**config.mk**
```make
export PLATFORM = sky130hd
export DESIGN_NAME = wb_lms_host
export DESIGN_NICKNAME = d
export VERILOG_FILES = /design/src/rtl/wb_lms_pkg.sv /design/src/rtl/wb_lms_host_watchdog.sv /design/src/rtl/wb_lms_host.sv
export SDC_FILE = /design/constraint.sdc
export NUM_CORES = 1
export LEC_CHECK = 0
export BUFFER_PORTS_ARGS = -buffer_cell sky130_fd_sc_hd__buf_2
export CAP_MARGIN = 10
export CORE_UTILIZATION = 40
export CTS_BUF_LIST = sky130_fd_sc_hd__clkbuf_4
export DETAILED_ROUTE_END_ITERATION = 7
export HOLD_SLACK_MARGIN = 0.12
export PLACE_DENSITY = 0.69
export SLEW_MARGIN = 40
export SYNTH_ARGS = -nofsm -noshare
export SYNTH_HDL_FRONTEND = slang
export SYNTH_SLANG_ARGS = --single-unit
```
**constraint.sdc**
```tcl
create_clock -name wb_clk_i -period 1.9 [get_ports wb_clk_i]
set_input_delay 0.19 -clock wb_clk_i [delete_from_list [all_inputs] [get_ports wb_clk_i]]
set_output_delay 0.19 -clock wb_clk_i [all_outputs]
set_load 0.01 [all_outputs]
```
**src/rtl/wb_lms_pkg.sv**
```systemverilog
// Shared definitions for the Wishbone host that drives the wb_lms filter slave.
// Holds bus widths, default register addresses and the host FSM encoding.
package wb_lms_pkg;

  localparam int DATA_W = 16;
  localparam int ADDR_W = 4;

  localparam logic [ADDR_W-1:0] ADDR_X_DEF = 4'h0;
  localparam logic [ADDR_W-1:0] ADDR_Y_DEF = 4'h2;
  localparam logic [ADDR_W-1:0] ADDR_E_DEF = 4'h3;

  typedef enum logic [2:0] {
    ST_IDLE,
    ST_WR,
    ST_SETTLE,
    ST_RD_Y,
    ST_GAP,
    ST_RD_E,
    ST_DONE
  } host_state_e;

  // A zero settle request still costs one idle cycle so cyc always drops.
  function automatic int settle_cycles(input int s);
    return (s < 1) ? 1 : s;
  endfunction

endpackage

```
**src/rtl/wb_lms_host_watchdog.sv**
```systemverilog
// Ack watchdog: counts strobe cycles without ack and pulses timeout_o on the
// TIMEOUT-th one. The count restarts whenever the strobe is low or acked.
module wb_ack_watchdog #(
  parameter int TIMEOUT = 64
) (
  input  logic clk_i,
  input  logic rst_i,
  input  logic stb_i,
  input  logic ack_i,
  output logic timeout_o
);

  localparam int CW = $clog2(TIMEOUT + 1);
  localparam logic [CW-1:0] LAST = CW'(TIMEOUT - 1);

  logic [CW-1:0] cnt_q;
  logic [CW-1:0] cnt_d;

  assign cnt_d = cnt_q + 1'b1;

  always_ff @(posedge clk_i) begin
    if (rst_i || !stb_i || ack_i) begin
      cnt_q <= '0;
    end else begin
      cnt_q <= cnt_d;
    end
  end

  assign timeout_o = stb_i && !ack_i && (cnt_q == LAST);

endmodule

```
**src/rtl/wb_lms_host.sv**
```systemverilog
// Wishbone classic master feeding the wb_lms slave: write a stream sample to X,
// settle, read Y and ERR, and present the pair as one result pulse.
module wb_lms_host
  import wb_lms_pkg::*;
#(
  parameter logic [ADDR_W-1:0] ADDR_X  = ADDR_X_DEF,
  parameter logic [ADDR_W-1:0] ADDR_Y  = ADDR_Y_DEF,
  parameter logic [ADDR_W-1:0] ADDR_E  = ADDR_E_DEF,
  parameter int                SETTLE  = 2,
  parameter int                TIMEOUT = 64
) (
  input  logic              wb_clk_i,
  input  logic              wb_rst_i,
  output logic [ADDR_W-1:0] wb_adr_o,
  output logic [DATA_W-1:0] wb_dat_o,
  input  logic [DATA_W-1:0] wb_dat_i,
  output logic              wb_we_o,
  output logic              wb_stb_o,
  output logic              wb_cyc_o,
  input  logic              wb_ack_i,
  input  logic [DATA_W-1:0] s_data,
  input  logic              s_valid,
  output logic              s_ready,
  output logic [DATA_W-1:0] res_y,
  output logic [DATA_W-1:0] res_err,
  output logic              res_valid,
  output logic              bus_err,
  input  logic              bus_err_clr,
  output logic [DATA_W-1:0] smp_cnt
);

  localparam logic [7:0] SETTLE_LAST = 8'(settle_cycles(SETTLE) - 1);

  host_state_e       state_q;
  logic              cyc_q, stb_q, we_q;
  logic [ADDR_W-1:0] adr_q;
  logic [DATA_W-1:0] dat_q;
  logic [DATA_W-1:0] y_hold_q;
  logic [DATA_W-1:0] res_y_q, res_err_q;
  logic [DATA_W-1:0] smp_cnt_q, smp_cnt_d;
  logic              s_ready_q, res_valid_q, bus_err_q;
  logic [7:0]        settle_q;
  logic              wd_timeout;

  wb_ack_watchdog #(.TIMEOUT(TIMEOUT)) u_wd (
    .clk_i     (wb_clk_i),
    .rst_i     (wb_rst_i),
    .stb_i     (stb_q),
    .ack_i     (wb_ack_i),
    .timeout_o (wd_timeout)
  );

  assign smp_cnt_d = smp_cnt_q + 1'b1;

  always_ff @(posedge wb_clk_i) begin
    if (wb_rst_i) begin
      state_q     <= ST_IDLE;
      cyc_q       <= 1'b0;
      stb_q       <= 1'b0;
      we_q        <= 1'b0;
      adr_q       <= '0;
      dat_q       <= '0;
      y_hold_q    <= '0;
      res_y_q     <= '0;
      res_err_q   <= '0;
      smp_cnt_q   <= '0;
      s_ready_q   <= 1'b0;
      res_valid_q <= 1'b0;
      bus_err_q   <= 1'b0;
      settle_q    <= '0;
    end else begin
      res_valid_q <= 1'b0;
      // Clear first so a timeout on the same edge overrides it.
      if (bus_err_clr) bus_err_q <= 1'b0;
      unique case (state_q)
        ST_IDLE: begin
          s_ready_q <= 1'b1;
          if (s_valid && s_ready_q) begin
            s_ready_q <= 1'b0;
            dat_q     <= s_data;
            adr_q     <= ADDR_X;
            we_q      <= 1'b1;
            cyc_q     <= 1'b1;
            stb_q     <= 1'b1;
            state_q   <= ST_WR;
          end
        end
        ST_WR, ST_RD_Y, ST_RD_E: begin
          if (wb_ack_i) begin
            cyc_q <= 1'b0;
            stb_q <= 1'b0;
            we_q  <= 1'b0;
            if (state_q == ST_WR) begin
              settle_q <= '0;
              state_q  <= ST_SETTLE;
            end else if (state_q == ST_RD_Y) begin
              y_hold_q <= wb_dat_i;
              state_q  <= ST_GAP;
            end else begin
              res_y_q     <= y_hold_q;
              res_err_q   <= wb_dat_i;
              res_valid_q <= 1'b1;
              smp_cnt_q   <= smp_cnt_d;
              state_q     <= ST_DONE;
            end
          end else if (wd_timeout) begin
            // Abandon the sample; results and count stay at the last good values.
            cyc_q     <= 1'b0;
            stb_q     <= 1'b0;
            we_q      <= 1'b0;
            bus_err_q <= 1'b1;
            s_ready_q <= 1'b1;
            state_q   <= ST_IDLE;
          end
        end
        ST_SETTLE: begin
          if (settle_q == SETTLE_LAST) begin
            adr_q   <= ADDR_Y;
            we_q    <= 1'b0;
            cyc_q   <= 1'b1;
            stb_q   <= 1'b1;
            state_q <= ST_RD_Y;
          end else begin
            settle_q <= settle_q + 8'd1;
          end
        end
        ST_GAP: begin
          adr_q   <= ADDR_E;
          cyc_q   <= 1'b1;
          stb_q   <= 1'b1;
          state_q <= ST_RD_E;
        end
        ST_DONE: begin
          s_ready_q <= 1'b1;
          state_q   <= ST_IDLE;
        end
        default: state_q <= ST_IDLE;
      endcase
    end
  end

  assign wb_adr_o  = adr_q;
  assign wb_dat_o  = dat_q;
  assign wb_we_o   = we_q;
  assign wb_stb_o  = stb_q;
  assign wb_cyc_o  = cyc_q;
  assign s_ready   = s_ready_q;
  assign res_y     = res_y_q;
  assign res_err   = res_err_q;
  assign res_valid = res_valid_q;
  assign bus_err   = bus_err_q;
  assign smp_cnt   = smp_cnt_q;

endmodule
```
Word level (Yosys, flattened, before mapping) --
Cells that the tools add are included. W data, S select, Z words.
Storage, ports and cells: register bits after elaboration 107, bits in latches 0, RAM bits 0, memory bits (read-only) 0, bits of input ports 37, output and inout bits 74, word-level logic and storage cells 91, memories kept 0
Cells by class: $add $sub $neg 3, $mul 0, divide/modulo/power cells 0, magnitude comparators 0, equal/unequal tests 16, shift-type cells 0, muxes and demuxes 30, bitwise gates (word level) 4, reductions and logical operators 24
Operator list (number):
- $mux W8 | 3
- $reduce_and A4 Y1 | 5
- $add A16 B1 Y16 const B | 1
- $pmux W8 S2 | 1
- $mux W3 | 5
- $mux W1 | 13
- $ne A2 B2 Y1 const B | 6
- $pmux W3 S4 | 1
- $pmux W4 S3 | 1
- $eq A3 B3 Y1 const B | 3
- $reduce_and A3 Y1 | 3
- $reduce_bool A3 Y1 | 3
- $add A8 B1 Y8 const B | 1
- $eq A8 B1 Y1 const B | 1
- $mux W4 | 2
- $add A7 B1 Y7 const B | 1
- $eq A7 B6 Y1 const B | 1
- $eq A3 B2 Y1 const B | 2
- $pmux W1 S3 | 2
- $not A1 Y1 | 4
- $pmux W1 S4 | 1
- $reduce_bool A4 Y1 | 1
- $reduce_or A4 Y1 | 1
- $eq A3 B1 Y1 const B | 1
- other kinds (10) | 14

Depth between registers and ports, before layout --
Gate-level depths: netlist (run 1).
word-level depth 6, depth in mapped cells 7, mapped depth without buffers 6

Hierarchy --
A second synthesis (run 1) with hierarchy kept.
Unflattened totals: cells, all modules 516, area total of the unflattened synthesis 4199.0 sq um
Modules (own cells, without submodules):
- wb_lms_host | times used 1, cells an instance 484, area an instance 3920.0 sq um, sequential area each 1961.9 sq um
- wb_ack_watchdog | times used 1, cells an instance 32, area an instance 279.0 sq um, sequential area each 140.1 sq um

Worst setup path before layout (run 1) --
Ideal clock, no wire load.
path kind reg-to-reg, from register state_q[2], to register smp_cnt_q[15] (netlist: smp_cnt[15]), setup time 0.070 ns, data arrival time 1.548 ns, required time 1.830 ns, setup slack 0.281 ns, stages on the path, launching flop included 6, buffers on the path 1, period minus slack after synthesis 1.619 ns, cell sequence dfxtp_1 > nand4b_4 > or2_1 > buf_2 > or4_1 > a21oi_1
On the way: cells in the longest elaborated chain, start to end 3, elaborated cells on any way between the ends 7, those cells by class eq/ne (3); bitwise (2); reduce/logical (2)
Ends and longest elaborated chain:
- start, declared | line wb_lms_host.sv:34 | host_state_e state_q;
- start signal, assigned | line wb_lms_host.sv:57 | state_q <= ST_IDLE;
- start signal, assigned | line wb_lms_host.sv:85 | state_q <= ST_WR;
- start signal, assigned | line wb_lms_host.sv:95 | state_q <= ST_SETTLE;
- $eq A3 B1 Y1 (tied with other cells) | line wb_lms_host.sv:75, wb_lms_host.sv:93
- $reduce_or A3 Y1 / $not A1 Y1 (equally long branches)
- $reduce_and A4 Y1 (no line) *
- end signal, assigned | line wb_lms_host.sv:103 | smp_cnt_q <= smp_cnt_d;
- end, declared | line wb_lms_host.sv:40 | logic [DATA_W-1:0] smp_cnt_q, smp_cnt_d;
Mark *: on every way between the ends. The rest lies on a longest branch, timed or not. A chain may end at the register's enable or synchronous reset.

Final worst setup path (run 1) --
from register state_q[2], to register smp_cnt_q[12] (netlist: smp_cnt[12])
The elaborated chain is that of the path after synthesis.

==> impl_metrics.tcl, run 1 <==
set metrics [dict create \
    status "complete, no violations" \
    grt_overflow 0 \
    drtPass1Iterations 4 \
    cp-end-kind "flop" \
    worst-path-max-fanout 11 \
    hp-start "wb_ack_i" \
    chipWidth_microns 103.7 \
    final_nets 681 \
    numPortBuffers 108 \
    start_util 0.4172 \
    ant_nets 0 \
    r2r_slack_ns 0.08 \
    drive_above_1_share 0.2233 \
    hold_end "state_q[1]" \
    final_max_slew_viol_count 0 \
    vdd_drop_max_mv 0.3955 \
    p_per_area_nw_per_um2 694.0 \
    hold_path_depth 3 \
    ys.flop_type "dfxtp_1" \
    postCtsSetupBuffers 0 \
    grt_max_degree 40 \
    dpl.hpwl_microns 6694 \
    ioPinCount 111 \
    numCtsBuffers 9 \
    cp.arrival_ns 2.21 \
    synth_area_per_cell_sq_um 8.122 \
    yosysTopAreaCellShare 0.5085 \
    track_usage 0.1900 \
    grt_antenna_before_repair 0 \
    worst_slew_pin_slew_ns 0.6264 \
    die_h_microns 103.7 \
    worst-setup-path-type "flop to flop" \
    routedWlPerCell_microns 13.27 \
    vias 3985 \
    worstHoldPathType "input port to flop" \
    clock_latency_ns 0.46 \
    cap_violations 0 \
    drtIter0Drc 212 \
    cts.path.max_buffers 2 \
    synth_warnings 0 \
    cp_cell_sequence "and4b_1 -> nand3_1 -> or4_1 -> a21oi_1" \
    rows 36 \
    async_flop_share 0 \
    yosys_register_bits 105 \
    finalNonFillerCells 778 \
    cp.required_ns 2.29 \
    hold_violations 0 \
    synthCells 509 \
    synth.distinct_cells 50 \
    via_per_inst 5.122 \
    min_period_ns 1.818 \
    dieArea_sq_um 10750 \
    fmax_ghz 0.5501 \
    setup_violations 0 \
    period_share 0.9568 \
    synth_edf_count 0 \
    crit_slowest_cell "dfxtp_1" \
    h-tree-depth 3 \
    yosysMostFrequentCell "nand2_1" \
    utilization 0.5308 \
    areaGrowthSynthToFinish_pct 27.24 \
    core_region_area_sq_um 9910 \
    clkSlewWorstSetupHoldPaths_ns 0.16 \
    grt_pass1_wl_microns 16920 \
    yosys-top-cells-count "nand2_1, dfxtp_1, a21oi_1, clkbuf_1, nor2_1" \
    tritoncts "built" \
    skew_ns 0.02937 \
    cts.sinks 105 \
    drc_errors 0 \
    grt_pass1_vias 3675 \
    r2r-end "smp_cnt[12]" \
    r2r-start "state_q[2]" \
    routed_wl_microns 10320 \
    cp-start-kind "flop" \
    reg2reg_depth 4 \
    synth.area.top_cells "dfxtp_1, nand2_1, a21oi_1" \
    insertedDiodeCount 0 \
    p_leak_nw 2.108 \
    yosysTopAreaCell "dfxtp_1" \
    slew_headroom 0.5824 \
    dp.cells 729 \
    synth-seq-area-share 0.5085 \
    ctsRootBufferMaster "clkbuf_4" \
    fin_tns_setup_ns 0 \
    place_congestion 0.8081 \
    syn_area_sq_um 4134 \
    whs_ns 0.2048 \
    p_total_w 0.003650 \
    slowest_delay_ns 0.59 \
]
cells by family after synthesis:
| logic type | count (synthesis) | synth area share |
|---|---|---|
| and+or+nand+nor | 228 | 0.2485 |
| xor gates and xnor gates | 12 | 0.02542 |
| buffers and inverters | 42 | 0.04328 |
| DFF | 105 | 0.5085 |
| adders and majority gates | 4 | 0.01211 |
| other | 1 | 0.0009071 |
| muxes | 1 | 0.002421 |
| AOI/OAI and AO/OA | 116 | 0.1589 |
worst max-delay path by stage:
stage	start	endpoint	slack (ns)
after floorplan	state_q[2]	smp_cnt[15]	0.28
after global placement	state_q[1]	settle_q[3]	0.22
after detailed placement	state_q[1]	settle_q[3]	0.15
after CTS	state_q[1]	settle_q[3]	0.13
after global routing	state_q[2]	smp_cnt[10]	-0.01
final	state_q[2]	smp_cnt[12]	0.08
stage by stage:
step           cell area (sq um)  setup WS, ns
2_1_floorplan               4138        0.2814
3_3_place_gp                4800        0.2219
3_5_place_dp                4800        0.1479
4_1_cts                     5250        0.1273
5_1_grt                     5260      -0.01231
6_report                    5260       0.08201
sequential cells by signal (all words and copies together), names as in the netlist, 3 cells and up:
| signal | cells |
|---|---|
| res_err | 16 |
| res_y | 16 |
| smp_cnt | 16 |
| wb_dat_o | 16 |
| y_hold_q | 16 |
| settle_q | 8 |
| u_wd.cnt_q | 7 |
| state_q | 3 |
report_power, final:
group | switching [W] | total [W] | leakage, nW | internal, W
Sequential | 0.0000308 | 0.00227 | 0.849 | 0.00224
Combinational | 0.000171 | 0.000324 | 1.20 | 0.000153
Clock | 0.000773 | 0.00105 | 0.0623 | 0.000282
Total | 0.000975 | 0.00365 | 2.11 | 0.00268
critical path: cells and delay by family, from the launching register on:
kind             cells  cell delay, ns
AO/OA/AOI/OAI        1            0.16
flip-flops           1            0.59
AND/OR/NAND/NOR      3            1.01
placed cells by master (no fill, tap or decap), drive strengths merged, types with 3 or more instances in the layout:
cell           n
o31ai          5
nor4           3
nand2        149
or3            6
nand2b         3
a211oi         4
ha             4
dlygate4sd3   33
o21ai          5
nand4          4
or4            5
or2            3
a21oi         82
a31oi          6
xnor2          6
nor2          21
nand3         11
inv           12
nor3           7
and3           3
xor2           6
dfxtp        105
clkbuf         9
buf          119
final cells by class:
| class | count | area, sq um |
|---|---|---|
| clock inverter | 7 | 52.55 |
| clock buffer | 9 | 67.56 |
| sequential | 105 | 2103 |
| inverter | 9 | 33.78 |
| tap | 133 | 166.4 |
| multi-input combinational | 363 | 1871 |
| fill | 916 | 4649 |
| timing repair buffer | 152 | 965.9 |
routing by layer:
layer  GRT usage  vias to the layer above  wire, microns
met3     0.04657                       17            565
met2      0.3183                      125           4794
met4     0.06122                        0            172
met1      0.2395                     1857           4789
met5           0                        -              0
li1            -                     1986              -
timing repair:
action	4_1_cts	5_1_grt
hold endpoints to repair	49	0
hold buffers	33	0
setup endpoints to repair	0	5
resized for setup	0	3
Note: power is estimated with default switching activity, not from simulation.
==> inputs of run 2 (changes only) <==
--- a/config.mk
+++ b/config.mk
@@ -15,4 +15,5 @@
 export SLEW_MARGIN = 40
 export SYNTH_ARGS = -nofsm -noshare
 export SYNTH_HDL_FRONTEND = slang
+export SYNTH_HIERARCHICAL = 1
 export SYNTH_SLANG_ARGS = --single-unit
==> run 2 against run 1 <==
The run now ends with DRC left. Global-route usage increased by 0.25 points. Critical endpoint is now wb_adr_o[0]. Critical path depth increased by 3. Cell count increased by 1.7%.
==> impl_metrics.tcl, run 2 <==
set metrics [dict create \
    switching_share 0.2702 \
    drive_above_1_share 0.2321 \
    grt_max_degree 58 \
    ctsRootBufferMaster "clkbuf_4" \
    slew_headroom 0.6084 \
    p_leak_nw 2.230 \
    synth.area.top_cells "dfxtp_1, nand2_1, a21oi_1" \
    cts.path.max_buffers 2 \
    drc_errors 2 \
    routedWlPerCell_microns 12.96 \
    dieArea_sq_um 10910 \
    track_usage 0.1925 \
    pwr-share-comb 0.104 \
    die_h_microns 104.5 \
    r2r-start "settle_q[1]" \
    grt_overflow 0 \
    drtPass1Iterations 7 \
    worstHoldPathType "input port to flop" \
    cp-end-kind "flop" \
    async_flop_share 0 \
    yosys_register_bits 105 \
    final_max_slew_viol_count 0 \
    hold_violations 0 \
    layout_setup_ws_ns 0.1300 \
    grt_antenna_before_repair 0 \
    seq_power_share 0.610 \
    insertedDiodeCount 0 \
    areaGrowthSynthToFinish_pct 27.71 \
    cap_violations 0 \
    violations "DRC" \
    cp.arrival_ns 2.14 \
    place_congestion 0.8698 \
    synth_area_per_cell_sq_um 8.138 \
    grt_pass1_vias 3763 \
    vdd_drop_max_mv 0.3148 \
    clkSlewWorstSetupHoldPaths_ns 0.17 \
    utilization 0.5242 \
    synth.distinct_cells 50 \
    core_region_area_sq_um 10230 \
    start_util 0.4104 \
    status "finished, violations left" \
    p_per_area_nw_per_um2 696.3 \
    fillers 950 \
    h-tree-depth 3 \
    crit_start "settle_q[1]" \
    cts.sinks 105 \
    cp.required_ns 2.27 \
    numCtsBuffers 9 \
    clock_latency_ns 0.44 \
    syn_area_sq_um 4199 \
    numPortBuffers 108 \
    worst-setup-path-type "flop to flop" \
    grt_pass1_wl_microns 17280 \
    r2r_slack_ns 0.13 \
    dpl.hpwl_microns 6899 \
    routed_wl_microns 10250 \
    postCtsSetupBuffers 0 \
    yosysTopAreaCellShare 0.5006 \
    worst-path-max-fanout 5 \
    reg2reg_depth 7 \
    synthCells 516 \
    yosys-top-cells-count "nand2_1, dfxtp_1, a21oi_1, nor2_1, clkbuf_1" \
    cp-start-kind "flop" \
    p_int_w 0.002725 \
    drtIter0Drc 226 \
    fin_tns_setup_ns 0 \
    place_ws_ns 0.04402 \
    yosysTopAreaCell "dfxtp_1" \
    via_per_inst 4.908 \
    mostFrequentLayoutCells "nand2_1, buf_2, dfxtp_1, a21oi_1, dlygate4sd3_1" \
    period_share 0.9316 \
    ys.flop_type "dfxtp_1" \
    synth_edf_count 0 \
    fmax_ghz 0.5650 \
    tritoncts "built" \
    final_cell_area_sq_um 5363 \
    endpoint "wb_adr_o[0]" \
    rsz0062_at_grt "false" \
    hold_path_depth 3 \
    vias 3882 \
    skew_ns 0.01584 \
    switchingPower_w 0.001009 \
    chipWidth_microns 104.5 \
    rows 37 \
    ant_nets 0 \
    final_common_cell "nand2_1" \
    r2r-end "wb_adr_o[0]" \
    min_period_ns 1.770 \
    place_area_sq_um 4875 \
    final_nets 691 \
    worst_slew_pin_slew_ns 0.5874 \
    synth_warnings 6 \
    synth-seq-area-share 0.5006 \
    yosysMostFrequentCell "nand2_1" \
    setup_violations 0 \
    ioPinCount 111 \
    p_clk_frac 0.286 \
]
==> run 2: cell types whose count changed after synthesis, sizes merged, moves of 4 or more <==
| cell | before | now |
|---|---|---|
| a211o | 0 | 4 |
| a21oi | 82 | 78 |
| a31oi | 6 | 0 |
| buf | 10 | 15 |
| nand2 | 149 | 142 |
| nand2b | 3 | 7 |
| nor2 | 21 | 25 |
| nor3 | 7 | 13 |
| o21ai | 5 | 9 |
| o31ai | 5 | 0 |
| or4 | 5 | 0 |
==> run 2: layout make-up <==
class                      count  area (sq um)  area share
clock buffer                   9         67.56     0.01260
timing repair buffer         157         996.0      0.1857
inverter                       8         30.03    0.005600
tap                          136         170.2     0.03173
clock inverter                 7         58.81     0.01097
multi-input combinational    369          1938      0.3614
sequential                   105          2102      0.3920
==> run 2: critical path: stages (launching register included) <==
cell and delay [ns]:
dfxtp_1 0.43, inv_1 0.06, ha_1 0.18, nor4b_2 0.17, buf_4 0.14, and3_1 0.16, or2_2 0.30, a211oi_1 0.25
==> run 2: cells by family (layout without fill, tap and decap cells) <==
logic type               Yosys count  in the layout  synth area share
AND/OR/NAND/NOR                  238            238            0.2613
adder cells (fa/ha/maj)            4              4           0.01192
buffers and inverters             43            181           0.04380
XOR/XNOR                          13             13           0.02712
other                              1              2         0.0008931
flip-flops                       105            105            0.5006
AO/OA/AOI/OAI                    110            110            0.1493
multiplexers                       2              2          0.005065
==> run 2: how the worst min path moves through the flow <==
| stage | start | to | slack, ns |
|---|---|---|---|
| global route | wb_ack_i | state_q[2] | 0.15 |
| detailed placement | u_wd/cnt_q[0] | u_wd/cnt_q[0] | 0.44 |
| CTS | wb_ack_i | state_q[1] | 0.13 |
| finish | wb_ack_i | state_q[2] | 0.16 |
| global placement | s_data[14] | wb_dat_o[14] | 0.43 |
| floorplan | wb_dat_i[0] | y_hold_q[0] | 0.33 |
==> run 2: power by group through the flow <==
stage	registers, W	clock network [W]	logic (W)
final	0.00228	0.00107	0.000387
after global routing	0.00229	0.00122	0.000424
after CTS	0.00228	0.00112	0.000378
after detailed placement	0.00232	0	0.000325
after global placement	0.00232	0	0.000317
after floorplan	0.00234	0	0.000190
==> run 2: repair_timing <==
item | in CTS | in global routing
endpoints found under the setup margin | 0 | 8
endpoints found under the hold margin | 57 | 0
gates resized for setup | 0 | 4
hold buffers | 34 | 0
==> run 2: per-layer routing <==
layer,GRT usage,vias to the layer above,part of all wire
met5,0,-,0
met4,0.07653,0,0.018
met3,0.04386,17,0.059
met2,0.3240,118,0.47
met1,0.2370,1747,0.45
li1,-,2000,-
==> run 2: per-stage QoR <==
| step | hold WS, ns | cells | power, W |
|---|---|---|---|
| final | 0.1623 | 791 | 0.003734 |
| after global routing | 0.1514 | 791 | 0.003929 |
| after CTS | 0.1313 | 791 | 0.003779 |
| after detailed placement | 0.4355 | 741 | 0.002649 |
| after global placement | 0.4299 | 741 | 0.002640 |
| after floorplan | 0.3260 | 517 | 0.002526 |
==> inputs of run 3 (changes only) <==
--- a/config.mk
+++ b/config.mk
@@ -5,13 +5,15 @@
 export SDC_FILE = /design/constraint.sdc
 export NUM_CORES = 1
 export LEC_CHECK = 0
-export BUFFER_PORTS_ARGS = -buffer_cell sky130_fd_sc_hd__buf_2
 export CAP_MARGIN = 10
-export CORE_UTILIZATION = 40
+export CELL_PAD_IN_SITES_DETAIL_PLACEMENT = 0
+export CELL_PAD_IN_SITES_GLOBAL_PLACEMENT = 2
+export CORE_UTILIZATION = 37
 export CTS_BUF_LIST = sky130_fd_sc_hd__clkbuf_4
 export DETAILED_ROUTE_END_ITERATION = 7
+export DONT_BUFFER_PORTS = 1
 export HOLD_SLACK_MARGIN = 0.12
-export PLACE_DENSITY = 0.69
+export PLACE_DENSITY = 0.87
 export SLEW_MARGIN = 40
 export SYNTH_ARGS = -nofsm -noshare
 export SYNTH_HDL_FRONTEND = slang
==> run 3 against run 2 <==
The run now ends clean. First-iteration DRC count is 40% lower. Die area is 8.0% higher. Sequential power hardly changed. Count of clock-buffer cells in the layout stayed put. Worst hold slack better by 0.017 ns. Cell area is 7.2% lower. Global-route usage is 1.9 points lower. Critical path depth is 2 lower. Routed wire length is 3.3% lower. Maximum frequency hardly changed. Non-clock buffer count is 92 lower. Sequential share of layout area is 3.0 points higher.
==> impl_metrics.tcl, run 3 (synthesis gave the netlist of run 2 again) <==
set metrics [dict create \
    cts.path.max_buffers 2 \
    areaGrowthSynthToFinish_pct 18.56 \
    crit_slowest_cell "dlygate4sd3_1" \
    final_nets 599 \
    grt_pass1_vias 3376 \
    min_period_ns 1.770 \
    routed_wl_microns 9908 \
    p_per_area_nw_per_um2 745.4 \
    cp-end-kind "flop" \
    cp.required_ns 2.33 \
    vdd_drop_max_mv 0.4686 \
    dieArea_sq_um 11780 \
    worstHoldPathType "input port to flop" \
    dp.cells 646 \
    r2r_slack_ns 0.14 \
    cp-start-kind "input port" \
    grt_pass1_wl_microns 15890 \
    ant_nets 0 \
    fillers 1115 \
    ioPinCount 111 \
    grt_antenna_before_repair 0 \
    grt_max_degree 97 \
    regArea_sq_um 2102 \
    drive_above_1_share 0.09236 \
    h-tree-depth 3 \
    clkSlewWorstSetupHoldPaths_ns 0.17 \
    cpMostUsedCell "dlygate4sd3_1" \
    track_usage 0.1731 \
    fmax_ghz 0.5650 \
    p_leak_nw 1.778 \
    cp_cell_sequence "dlygate4sd3_1 -> nand4b_2 -> buf_4 -> nor2_1 -> dlygate4sd3_1" \
    period_share 0.9315 \
    status "complete, no violations" \
    worst-setup-path-type "input port to flop" \
    final_common_cell "nand2_1" \
    utilization 0.4553 \
    numCtsBuffers 9 \
    hp-start "s_valid" \
    drc_errors 0 \
    worst_slew_pin_slew_ns 0.5783 \
    final_max_slew_viol_count 0 \
    finalNonFillerCells 703 \
    start_util 0.3840 \
    cap_violations 0 \
    r2r-start "u_wd/cnt_q[0]" \
    vias 3627 \
    dpl.hpwl_microns 6363 \
    chipWidth_microns 108.5 \
    p_total_w 0.003711 \
    clock_latency_ns 0.48 \
    numPortBuffers 0 \
    crit_start "wb_ack_i" \
    fin_tns_setup_ns 0 \
    insertedDiodeCount 0 \
    routedWlPerCell_microns 14.09 \
    rows 38 \
    via_per_inst 5.159 \
    setup_violations 0 \
    drtIter0Drc 135 \
    mostFrequentLayoutCells "nand2_1, dfxtp_1, a21oi_1, dlygate4sd3_1, nor2_1" \
    worst-path-max-fanout 31 \
    place_congestion 0.8199 \
    rsz0062_at_grt "false" \
    drtPass1Iterations 7 \
    grt_overflow 0 \
    multiInputGateArea_sq_um 1923 \
    ctsRootBufferMaster "clkbuf_4" \
    skew_ns 0.01781 \
    core_region_area_sq_um 10940 \
    cts.sinks 105 \
    die_h_microns 108.5 \
    cp.arrival_ns 2.20 \
    slew_headroom 0.6145 \
    hold_violations 0 \
    tritoncts "built" \
    slowest_delay_ns 0.75 \
]
run 3: critical path: cells and delay by family:
kind                   cells  cell delay [ns]
buffers and inverters      3             1.61
and+or+nand+nor            2             0.39
run 3: final timing paths:
check | to | depth (start not counted)
min reg2reg | res_y[0] | 2
min | wb_stb_o | 3
max reg2reg | wb_stb_o | 7
max | res_valid | 5
run 3: cell type report:
type / instances / share of cell area
inverter: 8 / 0.006032
tap: 140 / 0.03518
multi-input combinational: 369 / 0.3863
clock inverter: 7 / 0.01206
clock buffer: 9 / 0.01357
sequential: 105 / 0.4222
timing repair buffer: 65 / 0.1247
run 3: power by group:
group | switching, W | total, W | internal [W]
Sequential | 0.0000525 | 0.00230 | 0.00225
Combinational | 0.000166 | 0.000306 | 0.000140
Clock | 0.000808 | 0.00110 | 0.000296
Total | 0.00103 | 0.00371 | 0.00268
run 3: what timing repair did:
action	4_1_cts	5_1_grt
resized for setup	0	1
setup endpoints to repair	0	6
setup buffers	0	0
hold buffers	41	0
endpoints found under the hold margin	105	0
run 3: per-stage QoR:
step / cell area (sq um) / hold slack (ns) / setup WS [ns]
floorplan: 4203 / 0.3260 / 0.2804
global placement: 4417 / 0.2711 / 0.2067
detailed placement: 4417 / 0.2784 / 0.09477
CTS: 4972 / 0.1251 / 0.04114
global route: 4979 / 0.1815 / 0.01725
finish: 4979 / 0.1790 / 0.1302
run 3: layer usage:
layer,up-vias,track usage,wire length [microns]
li1,1818,-,-
met3,16,0.05244,695
met5,-,0,0
met4,0,0.07819,156
met2,101,0.2771,4483
met1,1692,0.2129,4572
